## src/rtl/seq_addsub_pkg.sv

```systemverilog
// Shared types for the multi-cycle adder/subtractor: FSM states and op encoding.
package seq_addsub_pkg;
    typedef enum logic [1:0] {IDLE, RUN, DONE} state_t;

    localparam logic OP_ADD = 1'b0;
    localparam logic OP_SUB = 1'b1;
endpackage

```

## src/rtl/cpa_chunk.sv

```systemverilog
// Combinational CHUNK-bit ripple-carry adder; also exposes the carry into the MSB
// so the caller can derive signed overflow on the top chunk.
module cpa_chunk #(
    parameter int CHUNK = 4
) (
    input  logic [CHUNK-1:0] a,
    input  logic [CHUNK-1:0] b,
    input  logic             ci,
    output logic [CHUNK-1:0] s,
    output logic             co,
    output logic             c_msb
);
    logic [CHUNK:0] c;

    assign c[0] = ci;

    for (genvar i = 0; i < CHUNK; i++) begin : g_fa
        assign s[i]   = a[i] ^ b[i] ^ c[i];
        assign c[i+1] = (a[i] & b[i]) | (c[i] & (a[i] ^ b[i]));
    end

    assign co    = c[CHUNK];
    assign c_msb = c[CHUNK-1];
endmodule

```

## src/rtl/seq_addsub.sv

```systemverilog
// Multi-cycle WIDTH-bit add/sub: one shared CHUNK-bit ripple stage, carry held
// in a register between chunks, start/done handshake.
module seq_addsub
    import seq_addsub_pkg::*;
#(
    parameter int WIDTH = 16,
    parameter int CHUNK = 4
) (
    input  logic             clk,
    input  logic             rst_n,
    input  logic             start,
    input  logic             op,
    input  logic [WIDTH-1:0] a,
    input  logic [WIDTH-1:0] b,
    input  logic             cin,
    output logic             busy,
    output logic             done,
    output logic [WIDTH-1:0] sum,
    output logic             cout,
    output logic             ovf
);
    localparam int N  = WIDTH / CHUNK;
    localparam int IW = (N > 1) ? $clog2(N) : 1;

    state_t           state, state_nx;
    logic [WIDTH-1:0] a_q, b_q;
    logic             op_q;
    logic             carry_q;
    logic [IW-1:0]    idx;
    logic [CHUNK-1:0] ch_a, ch_b, ch_s;
    logic             ch_co, ch_cm;
    logic             last;

    // Subtract is a + ~b with the inverted borrow as carry-in.
    assign ch_a = a_q[idx*CHUNK +: CHUNK];
    assign ch_b = b_q[idx*CHUNK +: CHUNK] ^ {CHUNK{op_q == OP_SUB}};
    assign last = (idx == IW'(N - 1));

    cpa_chunk #(.CHUNK(CHUNK)) u_cpa (
        .a     (ch_a),
        .b     (ch_b),
        .ci    (carry_q),
        .s     (ch_s),
        .co    (ch_co),
        .c_msb (ch_cm)
    );

    always_comb begin
        state_nx = state;
        case (state)
            IDLE:    if (start) state_nx = RUN;
            RUN:     if (last) state_nx = DONE;
            DONE:    state_nx = IDLE;
            default: state_nx = IDLE;
        endcase
    end

    assign busy = (state != IDLE);
    assign done = (state == DONE);

    always_ff @(posedge clk) begin
        if (!rst_n) begin
            state   <= IDLE;
            a_q     <= '0;
            b_q     <= '0;
            op_q    <= OP_ADD;
            carry_q <= 1'b0;
            idx     <= '0;
            sum     <= '0;
            cout    <= 1'b0;
            ovf     <= 1'b0;
        end else begin
            state <= state_nx;
            case (state)
                IDLE: if (start) begin
                    a_q     <= a;
                    b_q     <= b;
                    op_q    <= op;
                    carry_q <= cin ^ (op == OP_SUB);
                    idx     <= '0;
                end
                RUN: begin
                    sum[idx*CHUNK +: CHUNK] <= ch_s;
                    carry_q <= ch_co;
                    if (last) begin
                        idx  <= '0;
                        cout <= ch_co;
                        ovf  <= ch_co ^ ch_cm;
                    end else begin
                        idx <= idx + 1'b1;
                    end
                end
                default: ;
            endcase
        end
    end
endmodule
```

## config.mk

```make
export PLATFORM = sky130hd
export DESIGN_NAME = seq_addsub
export DESIGN_NICKNAME = d
export VERILOG_FILES = /design/src/rtl/seq_addsub_pkg.sv /design/src/rtl/cpa_chunk.sv /design/src/rtl/seq_addsub.sv
export SDC_FILE = /design/constraint.sdc
export NUM_CORES = 1
export LEC_CHECK = 0
export CORE_MARGIN = 2
export CORE_UTILIZATION = 53
export CTS_BUF_LIST = sky130_fd_sc_hd__clkbuf_4
export CTS_CLUSTER_DIAMETER = 80
export CTS_CLUSTER_SIZE = 40
export DETAILED_ROUTE_END_ITERATION = 10
export HOLD_SLACK_MARGIN = 0.15
export MAX_ROUTING_LAYER = met4
export PLACE_DENSITY_LB_ADDON = 0.12
export SLEW_MARGIN = 10
export SYNTH_ARGS = -nofsm -noshare
export SYNTH_HDL_FRONTEND = slang
export SYNTH_SLANG_ARGS = --single-unit
```

## constraint.sdc

```tcl
create_clock -name clk -period 3.7 [get_ports clk]
set_input_delay 0.555 -clock clk [delete_from_list [all_inputs] [get_ports clk]]
set_output_delay 0.555 -clock clk [all_outputs]
set_load 0.01 [all_outputs]
```

Word level (Yosys, flattened, before mapping)

Index checks and enable logic that the tools add are counted.

Reductions and logical operators: 7
Add/sub/neg operators: 2
Bitwise gates (word level): 23
Shifts and indexed selects: 4
Mux-type cells: 9
Equality and inequality tests: 5

Operator list:

| kind                                                                     | count |
|---|---|
| 4-bit negation with 34-bit output                                        | 1 |
| 4-bit by 34-bit variable shift with 16-bit output (first input constant) | 1 |
| 4-bit by 34-bit indexed part select with 16-bit output                   | 1 |
| 16-bit by 5-bit indexed part select with 4-bit output                    | 2 |
| 16-bit bitwise mux                                                       | 1 |
| 1-bit XOR                                                                | 10 |
| 1-bit bitwise AND                                                        | 8 |
| 2-bit two-way mux                                                        | 4 |
| 2-bit one-hot mux with 2 select lines                                    | 2 |
| 2-bit AND reduction                                                      | 4 |
| 2-bit equality test (second input constant)                              | 2 |
| 2-bit != test (second input constant)                                    | 2 |
| 1-bit OR                                                                 | 4 |
| 2-bit nonzero test                                                       | 2 |
| 4-bit XOR                                                                | 1 |
| 2-bit by 1-bit adder with 2-bit output (second input constant)           | 1 |
| 2-bit by 1-bit equality test with 1-bit output (second input constant)   | 1 |
| 2-bit zero test                                                          | 1 |
| 1-bit one-hot mux with 2 select lines                                    | 1 |
| 1-bit two-way mux                                                        | 1 |

Bits of input ports: 37
Register bits: 56
Output and inout bits: 20
Logic and storage cells: 59

Logic depth before layout (Yosys ltp)

Word-level depth: 12
Depth in mapped cells: 11
Depth with buffers taken out: 10

Cells and area by module

From an unflattened synthesis, not the netlist that was laid out.

Cell total of the unflattened synthesis: 282
Area total of the unflattened synthesis: 2572.5 µm²

Modules (own cells, without submodules):

| module     | cells each | area each (µm²) | sequential area each (µm²) | instances |
|---|---|---|---|---|
| seq_addsub | 270        | 2462.4          | 1121.1                     | 1 |
| cpa_chunk  | 12         | 110.1           | 0.0                        | 1 |

Least setup slack after synthesis

No wires, ideal clock.

Kind: register to register
From: register idx[0]
To: register sum[15]
Cell stages (with the launch flop): 11
Clock period less this slack: 3.098 ns
Required time: 3.582 ns
Setup slack: 0.602 ns
Arrival time: 2.980 ns
Library setup time: 0.118 ns
Buffers on the path: 0
Path through: dfxtp_1 mux4_1 xor2_1 fa_1 inv_1 fa_1 fa_1 fa_1 inv_1 a32oi_1 nor2b_1

Word-level cells in the longest chain between the ends: 12
Elaborated cells on any way between the ends: 24
Classes of those cells: 1 x add/sub; 4 x shift; 1 x mux; 18 x bitwise

RTL lines:

| what                                                   | RTL line                         | source |
|---|---|---|
| start, declared                                        | seq_addsub.sv:29                 | `logic [IW-1:0] idx;` |
| start signal, assigned                                 | seq_addsub.sv:90                 | `idx <= idx + 1'b1;` |
| 16-bit by 5-bit indexed part select with 4-bit output  | seq_addsub.sv:36                 | `assign ch_b = b_q[idx*CHUNK +: CHUNK] ^ {CHUNK{op_q == OP_SUB}};` |
| 4-bit XOR                                              | seq_addsub.sv:36                 |  |
| 1-bit XOR                                              | cpa_chunk.sv:18, cpa_chunk.sv:19 |  |
| 1-bit bitwise AND                                      | cpa_chunk.sv:19                  | `assign c[i+1] = (a[i] & b[i]) \| (c[i] & (a[i] ^ b[i]));` |
| 1-bit OR                                               | cpa_chunk.sv:19                  |  |
| 1-bit bitwise AND                                      | cpa_chunk.sv:19                  |  |
| 1-bit OR                                               | cpa_chunk.sv:19                  |  |
| 1-bit bitwise AND                                      | cpa_chunk.sv:19                  |  |
| 1-bit OR                                               | cpa_chunk.sv:19                  |  |
| 1-bit XOR                                              | cpa_chunk.sv:18                  | `assign s[i] = a[i] ^ b[i] ^ c[i];` |
| 4-bit by 34-bit indexed part select with 16-bit output | seq_addsub.sv:83                 | `sum[idx*CHUNK +: CHUNK] <= ch_s;` |
| 16-bit bitwise mux *                                   | seq_addsub.sv:83                 |  |
| end signal, assigned by index                          | seq_addsub.sv:83                 |  |
| end, declared                                          | seq_addsub.sv:18                 | `output logic [WIDTH-1:0] sum,` |

Mark *: on every way between the ends. The rest lies on a longest branch, timed or not.
A chain may end at the register's enable or synchronous reset.

Final worst setup path

Ends and elaborated chain as after synthesis.

==> run_results.csv <==
group,metric,value,unit
global_route,grt_max_degree,36,
floorplan,rows,25,
global_route,grt_pass1_wl,9050,µm
sta,hold_viol,0,
yosys,synth_top_area_share,0.418,
critical_path,path_class,"reg2reg",
critical_path,arrival,3.41,ns
final_layout,layout.nets,377,
clock_network,clk-insertion-delay-late,0.38,ns
clock_network,cts_tree,"yes",
yosys,yosysWarningCount,0,
floorplan,die_y,75.2,µm
yosys,ys_seq_area_frac,0.418,
drt,routed_wl,5480,µm
pwr,ir_drop,0.242,mV
clock_network,postCtsSetupRepairBufs,0,
yosys,synth-edff-count,0,
global_route,grtUsageTotal,0.221,
clock_network,cts_sinks,56,
final_layout,area_delta_synth_final,22.9,%
clock_network,htreeDepth,2,
global_route,antenna_found_initial,0,
clock_network,numCtsBuffers,5,
sta,finalWorstSetupSlack,0.588,ns
yosys,synth_area_leaders,"dfxtp_1, nand2_1, a21boi_0, mux4_1, a21boi_1",
floorplan,design.portCount,57,
drt,drc,0,
yosys,synth_seq_cells,56,
placed_design,place_ws,0.606,ns
pwr,power.density,337,mW/mm²
final_layout,drive_gt1_frac,0.0544,
drt,route.met3.wl,188,µm
floorplan,die_w,75.2,µm
floorplan,dieArea,0.00565,mm²
clock_network,cts-root-buf,"clkbuf_4",
final_layout,diodes,0,
drt,top_layer,"met4",
sta,skew,0.00839,ns
placed_design,dp_hpwl,4090,µm
final_layout,fillCellCount,427,
yosys,synth_area,0.00269,mm²
yosys,synthArstFlopShare,0,
critical_path,path_max_fanout,3,
critical_path,cp-start-kind,"flip-flop",
drt,vias,2120,
sta,holdWs,0.462,ns
drt,routedWlPerCell,13.8,µm
clock_network,hold_buffers,0,
yosys,syn_avg_cell_area,9.52,µm²
floorplan,initial_core_util,0.557,
global_route,grt_pass1_vias,2012,
sta,fmax,0.321,GHz
floorplan,core,0.00482,mm²
yosys,synth_top_cell_by_area,"dfxtp_1",
sta,tns,0,ns
drt,vias_per_cell,5.33,
drt,met1_length,2390,µm
drt,dr_wl_met2,2790,µm
placed_design,place_congestion,0.866,
run,max_cap_viol_count,0,
pwr,power,1.11,mW
clock_network,path_clk_slew,0.15,ns
critical_path,crit_path_end_kind,"flip-flop",
yosys,synth_cell_types,35,
global_route,grt-ovfl-total,0,
min_path,min_path_type,"reg2reg",
sta,fin_crit_sh,0.841,
sta,max_slew_margin,0.232,
run_status,status,"completed",
drt,antenna_left,0,
yosys,synth_nets,329,
sta,finalSetupViolations,0,
critical_path,critPathRequiredTime,4.00,ns
pwr,leakage,1.24,nW
placed_design,port_buffers,56,
final_layout,fin_util,0.685,
final_layout,final_cell_mix,"nand2_1, dfxtp_1, clkdlybuf4s50_1",
sta,finalMaxSlewViolations,0,
yosys,syn_inst,282,
sta,worst_slew_pin_slew,1.15,ns
drt,drtIter0Drc,92,
sta,rsz0062_at_grt,"false",
sta,min_period,3.11,ns
clock_network,cts_max_path_buffers,2,
drt,firstDrtPassIters,4,
yosys,synthFlopType,"dfxtp_1",
final_layout,layout_commonest_cell,"nand2_1",
clock_network,ctsResizeCount,0,
## power breakdown
part	switching (mW)	internal, mW
combinational	0.103	0.107
sequential	0.0185	0.631
clock	0.183	0.0703
total	0.305	0.808
## per-layer routing
layer  track usage  vias up
li1              -     1062
met1         0.268     1006
met2         0.356       43
met3        0.0495        9
met4        0.0955        0
met5             -        -
## layout make-up
| cell class | count | area, µm² | share of cell area |
|---|---|---|---|
| clock inverter | 3 | 13.8 | 0.00417 |
| sequential | 56 | 1120 | 0.340 |
| clock buffer | 5 | 37.5 | 0.0114 |
| timing repair buffer | 60 | 591 | 0.179 |
| inverter | 11 | 41.3 | 0.0125 |
| tap | 67 | 83.8 | 0.0254 |
| multi-input combinational | 196 | 1410 | 0.428 |
## metrics by stage
stage               area (µm²)  instances
global route              3300        398
floorplan                 2690        282
global placement          3250        390
finish                    3300        398
CTS                       3300        398
detailed placement        3250        390
## Yosys cell counts (2+ instances only)
library cell,number
a21boi_0,27
nand4_1,8
mux4_2,3
clkbuf_1,6
o211a_1,2
a32o_1,4
nor2b_1,12
and2_1,3
mux4_1,5
and3b_1,3
a32oi_1,5
fa_1,4
ha_1,6
buf_2,8
nand2_1,78
nand3b_1,3
xor2_1,2
xnor2_1,4
dfxtp_1,56
buf_6,4
a21boi_1,15
inv_1,11
## state kept, by name, indices dropped and copies added (netlist names)
name     cells
a_q         16
state        2
cout         1
carry_q      1
op_q         1
ovf          1
idx          2
b_q         16
sum         16
## critical path: stages, from the launching register on
cell and delay [ns]:
dfxtp_1 0.37, mux4_1 0.59, xor2_1 0.18, fa_1 0.19
inv_1 0.05, fa_1 0.38, fa_1 0.43, fa_1 0.52
inv_1 0.08, a32oi_1 0.18, nor2b_1 0.06
## kinds of logic after synthesis
group | Yosys count | share of synthesized area
simple gates | 116 | 0.210
compound gates | 56 | 0.164
flops | 56 | 0.418
buf+inv | 30 | 0.0568
fa+ha+maj | 10 | 0.0578
mux | 8 | 0.0741
xor+xnor | 6 | 0.0196
## worst paths after layout
check	startpoint	end	slack, ns	depth (start not counted)
setup reg to reg	idx[0]$_SDFFE_PN0P_	sum[15]$_SDFFE_PN0P_	0.59	10
setup / recovery	idx[0]$_SDFFE_PN0P_	sum[15]$_SDFFE_PN0P_	0.59	10
hold / removal	b_q[4]$_SDFFE_PN0P_	b_q[4]$_SDFFE_PN0P_	0.46	2
hold reg to reg	b_q[4]$_SDFFE_PN0P_	b_q[4]$_SDFFE_PN0P_	0.46	2
No activity file was read; power rests on OpenSTA's default activity.
